--- src/rtl/div_unit.sv ---
// Sequential signed restoring divider for the DIV instruction: quotient to LO, remainder to HI.
// One quotient bit per clock, then a fix-up cycle applies the MIPS sign rules.
module div_unit #(
  parameter int WIDTH = 32
) (
  input  logic             clock,
  input  logic             reset,
  input  logic             start,
  input  logic [WIDTH-1:0] dividend,
  input  logic [WIDTH-1:0] divisor,
  output logic             busy,
  output logic             done,
  output logic             div_zero,
  output logic [WIDTH-1:0] hi_out,
  output logic [WIDTH-1:0] lo_out
);

  typedef enum logic [1:0] {IDLE, RUN, FIX} state_t;

  localparam int CW = $clog2(WIDTH + 1);

  state_t           state;
  logic [WIDTH:0]   rem;        // partial remainder, one guard bit for the shift
  logic [WIDTH-1:0] quot;       // dividend magnitude shifts out as quotient bits shift in
  logic [WIDTH-1:0] dvsr;
  logic             dvd_neg;
  logic             dvsr_neg;
  logic [CW-1:0]    count;

  logic [WIDTH-1:0] dvd_mag;
  logic [WIDTH-1:0] dvsr_mag;
  logic [WIDTH+1:0] shifted;
  logic [WIDTH+1:0] trial;

  // Magnitudes are read as unsigned, so the negation of -2^(WIDTH-1) yields the correct 2^(WIDTH-1).
  always_comb begin
    dvd_mag  = dividend[WIDTH-1] ? -dividend : dividend;
    dvsr_mag = divisor[WIDTH-1]  ? -divisor  : divisor;
    shifted  = {rem, quot[WIDTH-1]};
    trial    = shifted - {2'b00, dvsr};
  end

  assign busy = (state != IDLE);

  // NOTE: all state uses non-blocking assignments and an async reset on every register,
  // so a reset mid-operation clears results at once and no stale done can follow.
  always_ff @(posedge clock or posedge reset) begin
    if (reset) begin
      state    <= IDLE;
      done     <= 1'b0;
      div_zero <= 1'b0;
      hi_out   <= '0;
      lo_out   <= '0;
      rem      <= '0;
      quot     <= '0;
      dvsr     <= '0;
      dvd_neg  <= 1'b0;
      dvsr_neg <= 1'b0;
      count    <= '0;
    end else begin
      done     <= 1'b0;
      div_zero <= 1'b0;
      case (state)
        IDLE: begin
          if (start) begin
            if (divisor == '0) begin
              done     <= 1'b1;
              div_zero <= 1'b1;
            end else begin
              quot     <= dvd_mag;
              dvsr     <= dvsr_mag;
              dvd_neg  <= dividend[WIDTH-1];
              dvsr_neg <= divisor[WIDTH-1];
              rem      <= '0;
              count    <= '0;
              state    <= RUN;
            end
          end
        end
        RUN: begin
          // Restore by keeping the shifted value whenever the trial subtraction borrows.
          if (!trial[WIDTH+1]) begin
            rem  <= trial[WIDTH:0];
            quot <= {quot[WIDTH-2:0], 1'b1};
          end else begin
            rem  <= shifted[WIDTH:0];
            quot <= {quot[WIDTH-2:0], 1'b0};
          end
          count <= count + 1'b1;
          if (count == CW'(WIDTH - 1)) state <= FIX;
        end
        FIX: begin
          lo_out <= (dvd_neg ^ dvsr_neg) ? -quot : quot;
          hi_out <= dvd_neg ? -rem[WIDTH-1:0] : rem[WIDTH-1:0];
          done   <= 1'b1;
          state  <= IDLE;
        end
        default: state <= IDLE;
      endcase
    end
  end

endmodule
--- config.mk ---
export PLATFORM = sky130hd
export DESIGN_NAME = div_unit
export DESIGN_NICKNAME = d
export VERILOG_FILES = /design/src/rtl/div_unit.sv
export SDC_FILE = /design/constraint.sdc
export NUM_CORES = 1
export LEC_CHECK = 0
export CAP_MARGIN = 15
export CORE_UTILIZATION = 35
export CTS_BUF_LIST = sky130_fd_sc_hd__clkbuf_16
export CTS_CLUSTER_DIAMETER = 100
export DETAILED_ROUTE_END_ITERATION = 6
export REMOVE_ABC_BUFFERS = 1
export SETUP_SLACK_MARGIN = 0.05
export SLEW_MARGIN = 25
export SYNTH_ARGS = -nofsm -noshare
export SYNTH_HDL_FRONTEND = slang
export SYNTH_SLANG_ARGS = --single-unit
--- constraint.sdc ---
create_clock -name clock -period 7.2 [get_ports clock]
set_input_delay 1.44 -clock clock [delete_from_list [all_inputs] [get_ports clock]]
set_output_delay 1.44 -clock clock [all_outputs]
set_load 0.01 [all_outputs]
-- Yosys cells after proc, flatten, opt, wreduce, memory -nomap -nowiden
Index checks and enable logic that the tools add are counted.
- $add $sub $neg: 6
- eq/ne operators: 6
- multiplexer cells: 23
- bitwise operators: 2
- reduce and logical (&&, ||, !) cells: 7
- operator list (cell ; count):
    32-bit two-way mux ; 6
    32-bit negator ; 4
    33-bit two-way mux ; 3
    33-bit one-hot mux with 2 select lines ; 1
    32-bit one-hot mux with 2 select lines ; 1
    34-bit by 32-bit subtractor with 34-bit output ; 1
    32-bit zero test ; 1
    6-bit two-way mux ; 2
    6-bit one-hot mux with 2 select lines ; 1
    3-bit AND reduction ; 3
    6-bit by 1-bit adder with 6-bit output, second input constant ; 1
    6-bit by 5-bit == test with 1-bit output, second input constant ; 1
    2-bit two-way mux ; 3
    2-bit inequality test, second input constant ; 3
    1-bit two-way mux ; 4
    2-bit one-hot mux with 2 select lines ; 1
    2-bit nonzero test ; 2
    2-bit by 1-bit == test with 1-bit output, second input constant ; 1
    2-bit == test, second input constant ; 1
    2-bit zero test ; 1
    1-bit one-hot mux with 2 select lines ; 1
    1-bit inverter ; 1
    1-bit bitwise XOR ; 1
- register bits: 173
- input bits: 67
- output and inout port bits: 67
- word-level logic and storage cells: 55

-- Depth between registers and ports, before layout
Gate-level depths: netlist of the first run.
- word-level depth: 5
- depth in mapped cells: 13
- mapped depth without buffers: 12

-- Least setup slack after synthesis of the first run
OpenSTA, ideal clock, no wires.
- path kind: input -> register
- start: in divisor[6]
- end: reg rem[11]
- setup time: 0.087 ns
- data arrival time: 3.704 ns
- required time: 7.113 ns
- path slack: 3.410 ns
- stages on the path: 9
- path buffers: 2
- cell sequence: or4_1 -> or2_2 -> nor3_1 -> nand4_1 -> o21ai_1 -> buf_2 -> buf_1 -> nand2_1 -> o211ai_1
- longest elaborated chain between the ends: 3
- RTL lines (element ; RTL line ; source):
    from (decl) ; 10 ; input logic [WIDTH-1:0] divisor,
    32-bit zero test ; 66 ; if (divisor == '0) begin
    2-bit inequality test (no source line) ; n/a ;
    3-bit AND reduction (no source line) ; n/a ;
    to (signal assigned) ; 83 ; rem <= trial[WIDTH:0];
    to (signal assigned) ; 86 ; rem <= shifted[WIDTH:0];
    to (decl) ; 23 ; logic [WIDTH:0] rem;
No other way between the ends.
A chain may end at the register's enable or synchronous reset.

-- Worst setup path in the final report of the first run
- start: in divisor[2]
- end: reg quot[31]
- longest elaborated chain between the ends: 3
- RTL lines (element ; RTL line ; source):
    32-bit zero test ; 66 ;
    2-bit inequality test (no source line) ; n/a ;
    3-bit AND reduction (no source line) ; n/a ;
    to (signal assigned) ; 70 ; quot <= dvd_mag;
    to (signal assigned) ; 84 ; quot <= {quot[WIDTH-2:0], 1'b1};
    to (signal assigned) ; 87 ; quot <= {quot[WIDTH-2:0], 1'b0};
    to (decl) ; 24 ; logic [WIDTH-1:0] quot;
No other way between the ends.

==> flow_summary.json, run 1 <==
{
  "rsz0062_at_grt": "no",
  "first_global_vias": 9141,
  "dieHeight_microns": 181,
  "grt_pass1_wl_microns": 48500,
  "gp_congestion": 0.832,
  "max_freq_mhz": 220,
  "worst_setup_path_end_kind": "flop",
  "highest_layer": "met4",
  "yosys_warnings": 0,
  "ys_types": 62,
  "syn_inst": 1329,
  "grt_max_degree": 129,
  "core-area_sq_um": 31600,
  "fin_total_pwr_w": 0.00654,
  "vias": 9682,
  "clock_sinks": 173,
  "grt_usage_pct": 18.5,
  "r2r-start": "rem[13]$_DFFE_PP0P_",
  "ios": 134,
  "num_rows": 65,
  "cap_violations": 0,
  "crit_path_max_incr_delay_ns": 0.73,
  "ir_drop_uv": 220,
  "multi_input_area_sq_um": 6370,
  "port_buffers": 133,
  "hold_violations": 0,
  "hold_slack_ns": 0.475,
  "area_growth_pct": 20.8,
  "drtAntennaViolNets": 0,
  "p_leak_nw": 5.63,
  "syn_area_per_cell_sq_um": 8.43,
  "utilization_pct": 42.9,
  "place_area_sq_um": 12900,
  "clock_skew_ns": 0.0100,
  "fin_crit_ns": 4.54,
  "cts.reportedPaths.clkPinSlew_ns": 0.06,
  "nets": 1523,
  "synthFlopType": "dfrtp_1",
  "post_cts_resized": 0,
  "ctsHoldBuffers": 0,
  "wl_microns": 29400,
  "p_per_area_nw_per_um2": 484,
  "antenna_found_initial": 0,
  "synth_seq_cells": 173,
  "htree_levels": 4,
  "cts-buffers-inserted": 17,
  "drv_slew": 0,
  "dr_wl_met3_microns": 1090,
  "drive_above_1_share_pct": 4.33,
  "drtIter0Drc": 637,
  "clkLatencyLatePin_ns": 0.44,
  "postCtsSetupBuffers": 0,
  "wl_per_cell_microns": 16.0,
  "tritoncts": "done",
  "max-clock-path-buffers": 2,
  "outcome": "completed",
  "final_area_sq_um": 13500,
  "path_class": "input port to flop",
  "fin_tns_setup_ns": 0,
  "remaining_drc_errors": 0,
  "max-slew-margin-rel_pct": 41.3,
  "crit_chain": "clkdlybuf4s50_1 > nor4_1 > nand2_1 > nor3_1 > nand4_1 > o21ai_4 > buf_4 > nor4_1 > a221o_1",
  "overflow": 0,
  "drt-vias-per-instance": 5.28,
  "synth_async_sr_flop_share_pct": 100,
  "wl_met2_microns": 13800,
  "cp_max_fo": 24,
  "initial_core_util_pct": 35.5,
  "crit_slowest_cell": "o21ai_4",
  "dieArea_sq_um": 32700,
  "critPathLaunch": "divisor[2]",
  "crit_family": "simple AND/OR/NAND/NOR gates",
  "worst_slew_pin_slew_ns": 0.880,
  "cp.arrival_ns": 4.86,
  "die_w_microns": 181,
  "ff_latch_area_sq_um": 4330,
  "start_kind": "input port",
  "crit_buf_inv": 2,
  "nFillCells": 3132,
  "ys_seq_area_share_pct": 38.7,
  "syn-cell-area_sq_um": 11200,
  "critPathRequiredTime_ns": 7.52,
  "synth-edff-count": 0,
  "min_path_type": "flop to flop",
  "wl_met1_microns": 14100,
  "cts_root_buf": "clkbuf_16",
  "setup_violations": 0,
  "finalCritPeriodShare_pct": 63.1,
  "dr.pass1.iters": 6,
  "dp_hpwl_microns": 21900,
  "diodes": 0,
  "hold_start": "lo_out[25]$_DFFE_PP0P_",
  "crit_top_cell": "nor4_1"
}
[routing by layer]
layer	up-vias	GRT usage, %
met5	-	0
met4	0	5.61
met3	21	2.52
met2	203	29.9
met1	4530	25.7
li1	4928	-
[where the power goes]
group / total (W) / switching, W / internal (W)
sequential: 0.00176 / 0.000411 / 0.00135
clock: 0.00100 / 0.000415 / 0.000588
combinational: 0.00378 / 0.00213 / 0.00165
total: 0.00654 / 0.00295 / 0.00359
[registers in the layout (all words and copies together) (netlist names)]
| name | cells |
|---|---|
| count | 6 |
| div_zero | 1 |
| done | 1 |
| dvd_neg | 1 |
| dvsr | 32 |
| dvsr_neg | 1 |
| hi_out | 32 |
| lo_out | 32 |
| quot | 32 |
| rem | 33 |
| state | 2 |
[worst min-delay path, delay by kind of cell, from the launching register on]
kind,cells,cell delay [ns]
DFF,1,0.34
AOI/OAI and AO/OA,1,0.06
and+or+nand+nor,1,0.04
[path summary, 6_finish.rpt]
check / endpoint / slack (ns) / cells past startpoint
max: quot[31]$_DFFE_PP0P_ / 2.66 / 9
min: lo_out[25]$_DFFE_PP0P_ / 0.48 / 2
max reg2reg: rem[1]$_DFFE_PP0P_ / 3.28 / 10
min reg2reg: lo_out[25]$_DFFE_PP0P_ / 0.48 / 2
max in group asynchronous: dvsr[26]$_DFFE_PP0P_ / 4.64 / 3
min in group asynchronous: lo_out[30]$_DFFE_PP0P_ / 1.36 / 2
[cells in the final DEF (no fill, tap or decap), types with 4 or more instances in the layout]
master / n
or3_1: 11
or4_1: 18
a21o_1: 11
o21ai_0: 169
a22oi_1: 15
and2_1: 6
buf_4: 14
xnor2_1: 62
bufinv_16: 4
clkbuf_16: 17
o2111ai_1: 4
nor4_1: 10
o41ai_1: 16
clkdlybuf4s50_1: 133
inv_1: 61
a222oi_1: 6
o31ai_1: 33
ha_1: 37
a21oi_1: 62
nor2_1: 70
xor2_1: 85
dfrtp_1: 173
nor2b_1: 6
inv_6: 5
nand3_1: 18
nand4_1: 24
a221o_1: 21
mux2i_1: 5
nand2_1: 217
nor3_1: 20
o221ai_1: 7
a211o_1: 4
nand2b_1: 11
a211oi_1: 4
o211ai_1: 16
[cells by family after synthesis]
kind of cell,share of synthesized area [%]
buffers and inverters,4.90
AOI/OAI and AO/OA,22.5
DFF,38.7
adders and majority gates,4.31
xor gates and xnor gates,11.5
and+or+nand+nor,17.7
muxes,0.447
[cell usage after synthesis, types with 11 or more instances]
cell type,number,area (sq um)
a21o_1,11,82.6
a21oi_1,62,310
a221o_1,21,210
a22oi_1,15,113
clkbuf_1,65,244
dfrtp_1,173,4330
ha_1,37,463
inv_1,62,233
nand2_1,217,815
nand2b_1,12,75.1
nand3_1,19,95.1
nand4_1,24,150
nor2_1,70,263
nor3_1,20,100
o211ai_1,16,120
o21ai_0,170,851
o31ai_1,33,248
o41ai_1,16,140
or3_1,11,68.8
or4_1,18,135
xnor2_1,62,543
xor2_1,85,744
[area by class of cell]
| type | count | area share, % |
|---|---|---|
| tap | 402 | 3.72 |
| multi-input combinational | 1016 | 47.1 |
| clock inverter | 15 | 1.56 |
| timing repair buffer | 148 | 10.7 |
| sequential | 173 | 32.0 |
| inverter | 62 | 1.76 |
| clock buffer | 17 | 3.14 |
[stage by stage]
stage / std cells / worst slack [ns]
6_report: 1833 / 2.66
5_1_grt: 1833 / 2.37
4_1_cts: 1833 / 2.65
3_5_place_dp: 1801 / 2.18
3_3_place_gp: 1801 / 2.22
2_1_floorplan: 1251 / 1.07
No activity file was read; power rests on OpenSTA's default activity.
==> run 2, diff against run 1 <==
==> constraint.sdc (replaced) <==
create_clock -name clock -period 4.1 [get_ports clock]
set_input_delay 0.82 -clock clock [delete_from_list [all_inputs] [get_ports clock]]
set_output_delay 0.82 -clock clock [all_outputs]
set_load 0.01 [all_outputs]
==> run 2 against run 1 <==
Final area grew 0.61%. Power is 75% higher. Global-route usage rose by 0.20 points. Routed wire length is 1.8% higher. Flip-flop and latch count is the same.
==> flow_summary.json, run 2 (synthesis gave the netlist of run 1 again) <==
{
  "outcome": "completed",
  "remaining_drc_errors": 0,
  "finalCritPeriodShare_pct": 87.5,
  "gp_congestion": 0.842,
  "worst_setup_path_end_kind": "flop",
  "hold_start": "lo_out[21]$_DFFE_PP0P_",
  "fin_ws_ns": 0.511,
  "path_class": "flop to flop",
  "grt_max_degree": 74,
  "dieHeight_microns": 181,
  "max_flop_register": "rem",
  "fin_crit_ns": 3.59,
  "drive_above_1_share_pct": 5.32,
  "post_cts_resized": 0,
  "first_global_vias": 9266,
  "initial_core_util_pct": 35.5,
  "crit_buf_inv": 1,
  "overflow": 0,
  "max_freq_mhz": 279,
  "placed_cells": 1819,
  "ir_drop_uv": 414,
  "nets": 1541,
  "hold_violations": 0,
  "r2r_cells": 10,
  "drt-vias-per-instance": 5.22,
  "rsz0062_at_grt": "no",
  "port_buffers": 133,
  "die_w_microns": 181,
  "multi_input_area_sq_um": 6350,
  "grt_pass1_wl_microns": 49200,
  "drtIter0Drc": 630,
  "cts_root_buf": "clkbuf_16",
  "setup_violations": 0,
  "max-clock-path-buffers": 2,
  "cap_violations": 0,
  "postCtsSetupBuffers": 0,
  "drtAntennaViolNets": 0,
  "start_kind": "flop",
  "final_common_cell": "nand2_1",
  "clock_sinks": 173,
  "vias": 9660,
  "tritoncts": "done",
  "dr.pass1.iters": 5,
  "p_leak_nw": 5.71,
  "hold_depth": 2,
  "fin_total_pwr_w": 0.0115,
  "cts.reportedPaths.clkPinSlew_ns": 0.07,
  "antenna_found_initial": 0,
  "r2r-start": "rem[13]$_DFFE_PP0P_",
  "final_area_sq_um": 13600,
  "worst_slew_pin_slew_ns": 0.960,
  "r2r_slack_ns": 0.51,
  "htree_levels": 4,
  "wl_microns": 29900,
  "largest_reg_flops": 33,
  "critPathRequiredTime_ns": 4.42,
  "dp_hpwl_microns": 22600,
  "cp.arrival_ns": 3.91,
  "num_rows": 65,
  "post-place-ws_ns": 0.225,
  "cp_max_fo": 24,
  "mostFrequentLayoutCells": "nand2_1 (217), dfrtp_1 (173), o21ai_0 (169), clkdlybuf4s50_1 (133), xor2_1 (85)",
  "hold_slack_ns": 0.479,
  "clkLatencyLatePin_ns": 0.43,
  "diodes": 0,
  "dieArea_sq_um": 32700,
  "ff_latch_area_sq_um": 4330,
  "crit_path_max_incr_delay_ns": 0.58,
  "nFillCells": 3089,
  "place_area_sq_um": 13000,
  "min_path_type": "flop to flop",
  "core-area_sq_um": 31600,
  "finalNonFillerCells": 1849,
  "area_growth_pct": 21.5,
  "crit_slowest_cell": "or4b_4",
  "cts-buffers-inserted": 17,
  "clock_skew_ns": 0.0134,
  "hold_end": "lo_out[21]$_DFFE_PP0P_",
  "wl_per_cell_microns": 16.2,
  "ctsHoldBuffers": 0,
  "critPathLaunch": "rem[13]$_DFFE_PP0P_",
  "ios": 134,
  "p_per_area_nw_per_um2": 843,
  "max-slew-margin-rel_pct": 35.8,
  "crit_chain": "ha_1 > a211o_1 > a21oi_2 > nand2b_1 > or4b_4 > and3b_1 > or3_4 > and2_1 > buf_4 > a311o_1",
  "r2r-end": "rem[1]$_DFFE_PP0P_",
  "grt_usage_pct": 18.7,
  "drv_slew": 0,
  "crit_family": "simple AND/OR/NAND/NOR gates"
}
## run 2: cell count changes in the layout (fill, tap and decap cells not counted), sizes merged
| cell | before | now |
|---|---|---|
| clkinvlp | 2 | 0 |
| bufinv | 4 | 2 |
| clkinv | 4 | 7 |
| buf | 15 | 33 |
| inv | 67 | 66 |
## run 2: final cells by class
type,count,area share (%)
multi-input combinational,1016,46.7
sequential,173,31.8
timing repair buffer,166,11.9
tap,402,3.70
clock buffer,17,3.13
inverter,62,1.75
clock inverter,13,1.05
## run 2: how the worst max path moves through the flow
stage | slack (ns) | endpoint | cells past startpoint
detailed placement | 0.23 | quot[31]$_DFFE_PP0P_ | 9
finish | 0.51 | rem[1]$_DFFE_PP0P_ | 10
global placement | 0.23 | quot[20]$_DFFE_PP0P_ | 9
CTS | 0.55 | rem[1]$_DFFE_PP0P_ | 10
floorplan | -1.41 | count[0]$_DFFE_PP0P_ | 1
global route | 0.37 | rem[18]$_DFFE_PP0P_ | 10
## run 2: stage by stage
step | TNS (ns) | util, %
3_3_place_gp | 0 | 41.3
2_1_floorplan | -294.82 | -
6_report | 0 | 43.1
4_1_cts | 0 | 43.1
3_5_place_dp | 0 | 41.3
5_1_grt | 0 | 43.1
## run 2: power by group
part	internal, W	total (W)	leakage (nW)	switching [W]
clock network	0.000898	0.00162	0.283	0.000719
registers	0.00236	0.00307	2.24	0.000705
logic	0.00299	0.00679	3.18	0.00380
total	0.00625	0.0115	5.71	0.00522
## run 2: tightest hold or removal path: stages (launching register included)
cell and delay, ns:
dfrtp_1 0.34, nand2_1 0.05, o21ai_0 0.06
## run 2: metal layers
| metal | track usage [%] | wire length (microns) |
|---|---|---|
| met4 | 4.41 | 272 |
| met5 | 0 | 0 |
| met1 | 25.6 | 14400 |
| met2 | 31.0 | 14000 |
| met3 | 2.90 | 1180 |
==> run 3, diff against run 2 <==
--- a/config.mk
+++ b/config.mk
@@ -5,6 +5,7 @@
 export SDC_FILE = /design/constraint.sdc
 export NUM_CORES = 1
 export LEC_CHECK = 0
+export ABC_AREA = 1
 export CAP_MARGIN = 15
 export CORE_UTILIZATION = 35
 export CTS_BUF_LIST = sky130_fd_sc_hd__clkbuf_16
@@ -12,7 +13,7 @@
 export DETAILED_ROUTE_END_ITERATION = 6
 export REMOVE_ABC_BUFFERS = 1
 export SETUP_SLACK_MARGIN = 0.05
-export SLEW_MARGIN = 25
+export SKIP_CTS_REPAIR_TIMING = 1
 export SYNTH_ARGS = -nofsm -noshare
 export SYNTH_HDL_FRONTEND = slang
 export SYNTH_SLANG_ARGS = --single-unit
==> run 3 against run 2 <==
Non-clock buffer count is 17 lower. Flip-flop and latch count stayed put. Synthesized cell count is 51% higher. Clock skew is 0.0069 ns higher. Routed wire length is 40% higher. Combinational power is 3% lower. Largest cell class unchanged. Worst setup slack better by 0.69 ns. Register-to-register slack better by 0.74 ns.
==> flow_summary.json, run 3 <==
{
  "crit_buf_inv": 3,
  "finalCritPeriodShare_pct": 70.8,
  "nets": 2221,
  "clkLatencyLatePin_ns": 0.46,
  "critPathRequiredTime_ns": 4.42,
  "synth_top_area_share_pct": 31.9,
  "vias": 12900,
  "rsz0062_at_grt": "no",
  "drtIter0Drc": 869,
  "drv_slew": 0,
  "final_area_sq_um": 16000,
  "mostFrequentLayoutCells": "nand2_1 (647), inv_1 (247), nand3_1 (176), dfrtp_1 (173), nor2_1 (164)",
  "min_path_type": "flop to flop",
  "max-clock-path-buffers": 2,
  "ys_top_cells_by_count": "nand2_1 (647), inv_1 (249), nand3_1 (176)",
  "nFillCells": 3986,
  "ys_types": 52,
  "num_rows": 71,
  "cap_violations": 0,
  "crit_slowest_cell": "nand3_2",
  "hold_violations": 0,
  "core-area_sq_um": 37900,
  "ys_seq_area_share_pct": 31.9,
  "outcome": "completed",
  "multi_input_area_sq_um": 7840,
  "clock_sinks": 173,
  "grt_max_degree": 83,
  "max_flop_register": "rem",
  "p_per_area_nw_per_um2": 691,
  "drt-vias-per-instance": 4.90,
  "p_leak_nw": 7.85,
  "cts.reportedPaths.clkPinSlew_ns": 0.07,
  "first_global_vias": 12000,
  "r2r_slack_ns": 1.25,
  "synthTopCellsByArea": "dfrtp_1 (32%), nand2_1 (18%), inv_1 (6.9%)",
  "wl_per_cell_microns": 15.9,
  "dieArea_sq_um": 39600,
  "overflow": 0,
  "path_class": "input port to flop",
  "worstSetupPathDepth": 12,
  "setup_violations": 0,
  "syn_inst": 2012,
  "ios": 134,
  "max-slew-margin-rel_pct": 50.4,
  "crit_top_cell": "nand2_1",
  "place_area_sq_um": 15300,
  "crit_path_max_incr_delay_ns": 0.56,
  "start_kind": "input port",
  "worst_setup_path_end_kind": "flop",
  "synth.most_common_cell": "nand2_1",
  "final_common_cell": "nand2_1",
  "wl_microns": 41900,
  "cp.arrival_ns": 3.22,
  "die_w_microns": 199,
  "largest_reg_flops": 33,
  "ff_latch_area_sq_um": 4330,
  "initial_core_util_pct": 35.8,
  "diodes": 0,
  "grt_pass1_wl_microns": 66300,
  "cts_root_buf": "clkbuf_16",
  "syn_area_per_cell_sq_um": 6.74,
  "gp_congestion": 0.921,
  "synth-edff-count": 0,
  "drtAntennaViolNets": 0,
  "antenna_found_initial": 0,
  "remaining_drc_errors": 0,
  "max_freq_mhz": 345,
  "hold_depth": 2,
  "drive_above_1_share_pct": 7.84,
  "dp_hpwl_microns": 32500,
  "cts-buffers-inserted": 17,
  "clock_skew_ns": 0.0203,
  "area_growth_pct": 17.7,
  "yosys_warnings": 0,
  "ir_drop_uv": 334,
  "synth_async_sr_flop_share_pct": 100,
  "htree_levels": 4,
  "synthFlopType": "dfrtp_1",
  "dieHeight_microns": 199,
  "fin_tns_setup_ns": 0,
  "dr.pass1.iters": 5,
  "fin_crit_ns": 2.90,
  "crit_chain": "clkdlybuf4s50_1 > inv_1 > ha_1 > nand2_1 > nor2_2 > nand2_1 > nor2_1 > nand2_1 > nand3_2 > buf_12 > a21boi_0 > o21ai_0",
  "grt_usage_pct": 21.6,
  "synth_area_leader_cell": "dfrtp_1",
  "tritoncts": "done",
  "synth_seq_cells": 173,
  "crit_family": "simple AND/OR/NAND/NOR gates",
  "syn-cell-area_sq_um": 13600,
  "cp_max_fo": 30,
  "port_buffers": 133,
  "r2r_cells": 14,
  "worst_slew_pin_slew_ns": 0.743
}
==> run 3: cell count changes in the layout (fill, tap and decap cells not counted), sizes merged, moves of 17 or more <==
cell / previous run / this run
a21oi: 63 / 42
a221o: 21 / 0
buf: 33 / 16
inv: 66 / 274
nand2: 217 / 662
nand3: 19 / 223
nor2: 70 / 180
o21ai: 172 / 113
o31ai: 33 / 11
or4: 18 / 0
xnor2: 62 / 21
==> run 3: power breakdown <==
part	internal [W]	total (W)	leakage (nW)	switching [W]
logic	0.00230	0.00659	5.57	0.00429
clock network	0.000883	0.00171	0.302	0.000832
registers	0.00215	0.00273	1.98	0.000579
==> run 3: metrics by stage <==
| step | instances | setup WS (ns) | utilization (%) | hold WS (ns) | power (W) |
|---|---|---|---|---|---|
| 6_report | 2640 | 1.20 | 42.1 | 0.485 | 0.0110 |
| 5_1_grt | 2640 | 0.995 | 42.1 | 0.516 | 0.0120 |
| 4_1_cts | 2639 | 1.18 | 42.0 | 0.490 | 0.0110 |
| 3_5_place_dp | 2607 | 0.674 | 40.4 | 0.466 | 0.00927 |
| 3_3_place_gp | 2607 | 0.768 | 40.4 | 0.464 | 0.00921 |
| 2_1_floorplan | 1948 | -1.41 | - | 0.449 | 0.00752 |
==> run 3: layout make-up <==
| cell class | count | area share, % |
|---|---|---|
| clock buffers | 17 | 2.66 |
| clock inverters | 15 | 1.24 |
| inverters | 271 | 6.41 |
| multi-input cells | 1504 | 49.1 |
| flip-flops and latches | 173 | 27.1 |
| well taps | 511 | 4.00 |
| repair buffers | 149 | 9.45 |
==> run 3: worst min-delay path, stage by stage (launching register included) <==
cell	delay (ns)
dfrtp_1	0.35
nand2_1	0.05
o31ai_1	0.05
==> run 3: cell families after synthesis <==
| kind of cell | count (synthesis) | synth area share [%] |
|---|---|---|
| AND/OR/NAND/NOR | 1165 | 39.4 |
| buffers and inverters | 335 | 10.3 |
| AO/OA/AOI/OAI | 208 | 8.86 |
| flip-flops | 173 | 31.9 |
| XOR/XNOR | 93 | 6.00 |
| adder cells (fa/ha/maj) | 38 | 3.56 |
==> run 3: path summary, 6_finish.rpt <==
kind                                        start                endpoint
hold / removal             hi_out[11]$_DFFE_PP0P_  hi_out[11]$_DFFE_PP0P_
hold reg to reg            hi_out[11]$_DFFE_PP0P_  hi_out[11]$_DFFE_PP0P_
max in group asynchronous                   reset  hi_out[25]$_DFFE_PP0P_
setup reg to reg               rem[6]$_DFFE_PP0P_     rem[24]$_DFFE_PP0P_
min in group asynchronous                   reset  lo_out[12]$_DFFE_PP0P_
setup / recovery                       divisor[0]     quot[9]$_DFFE_PP0P_
==> run 3: per-layer routing <==
metal | GRT usage [%] | part of all wire, %
met3 | 2.31 | 3.6
met2 | 33.5 | 44
met4 | 5.95 | 1.6
met1 | 31.4 | 51
met5 | 0 | 0
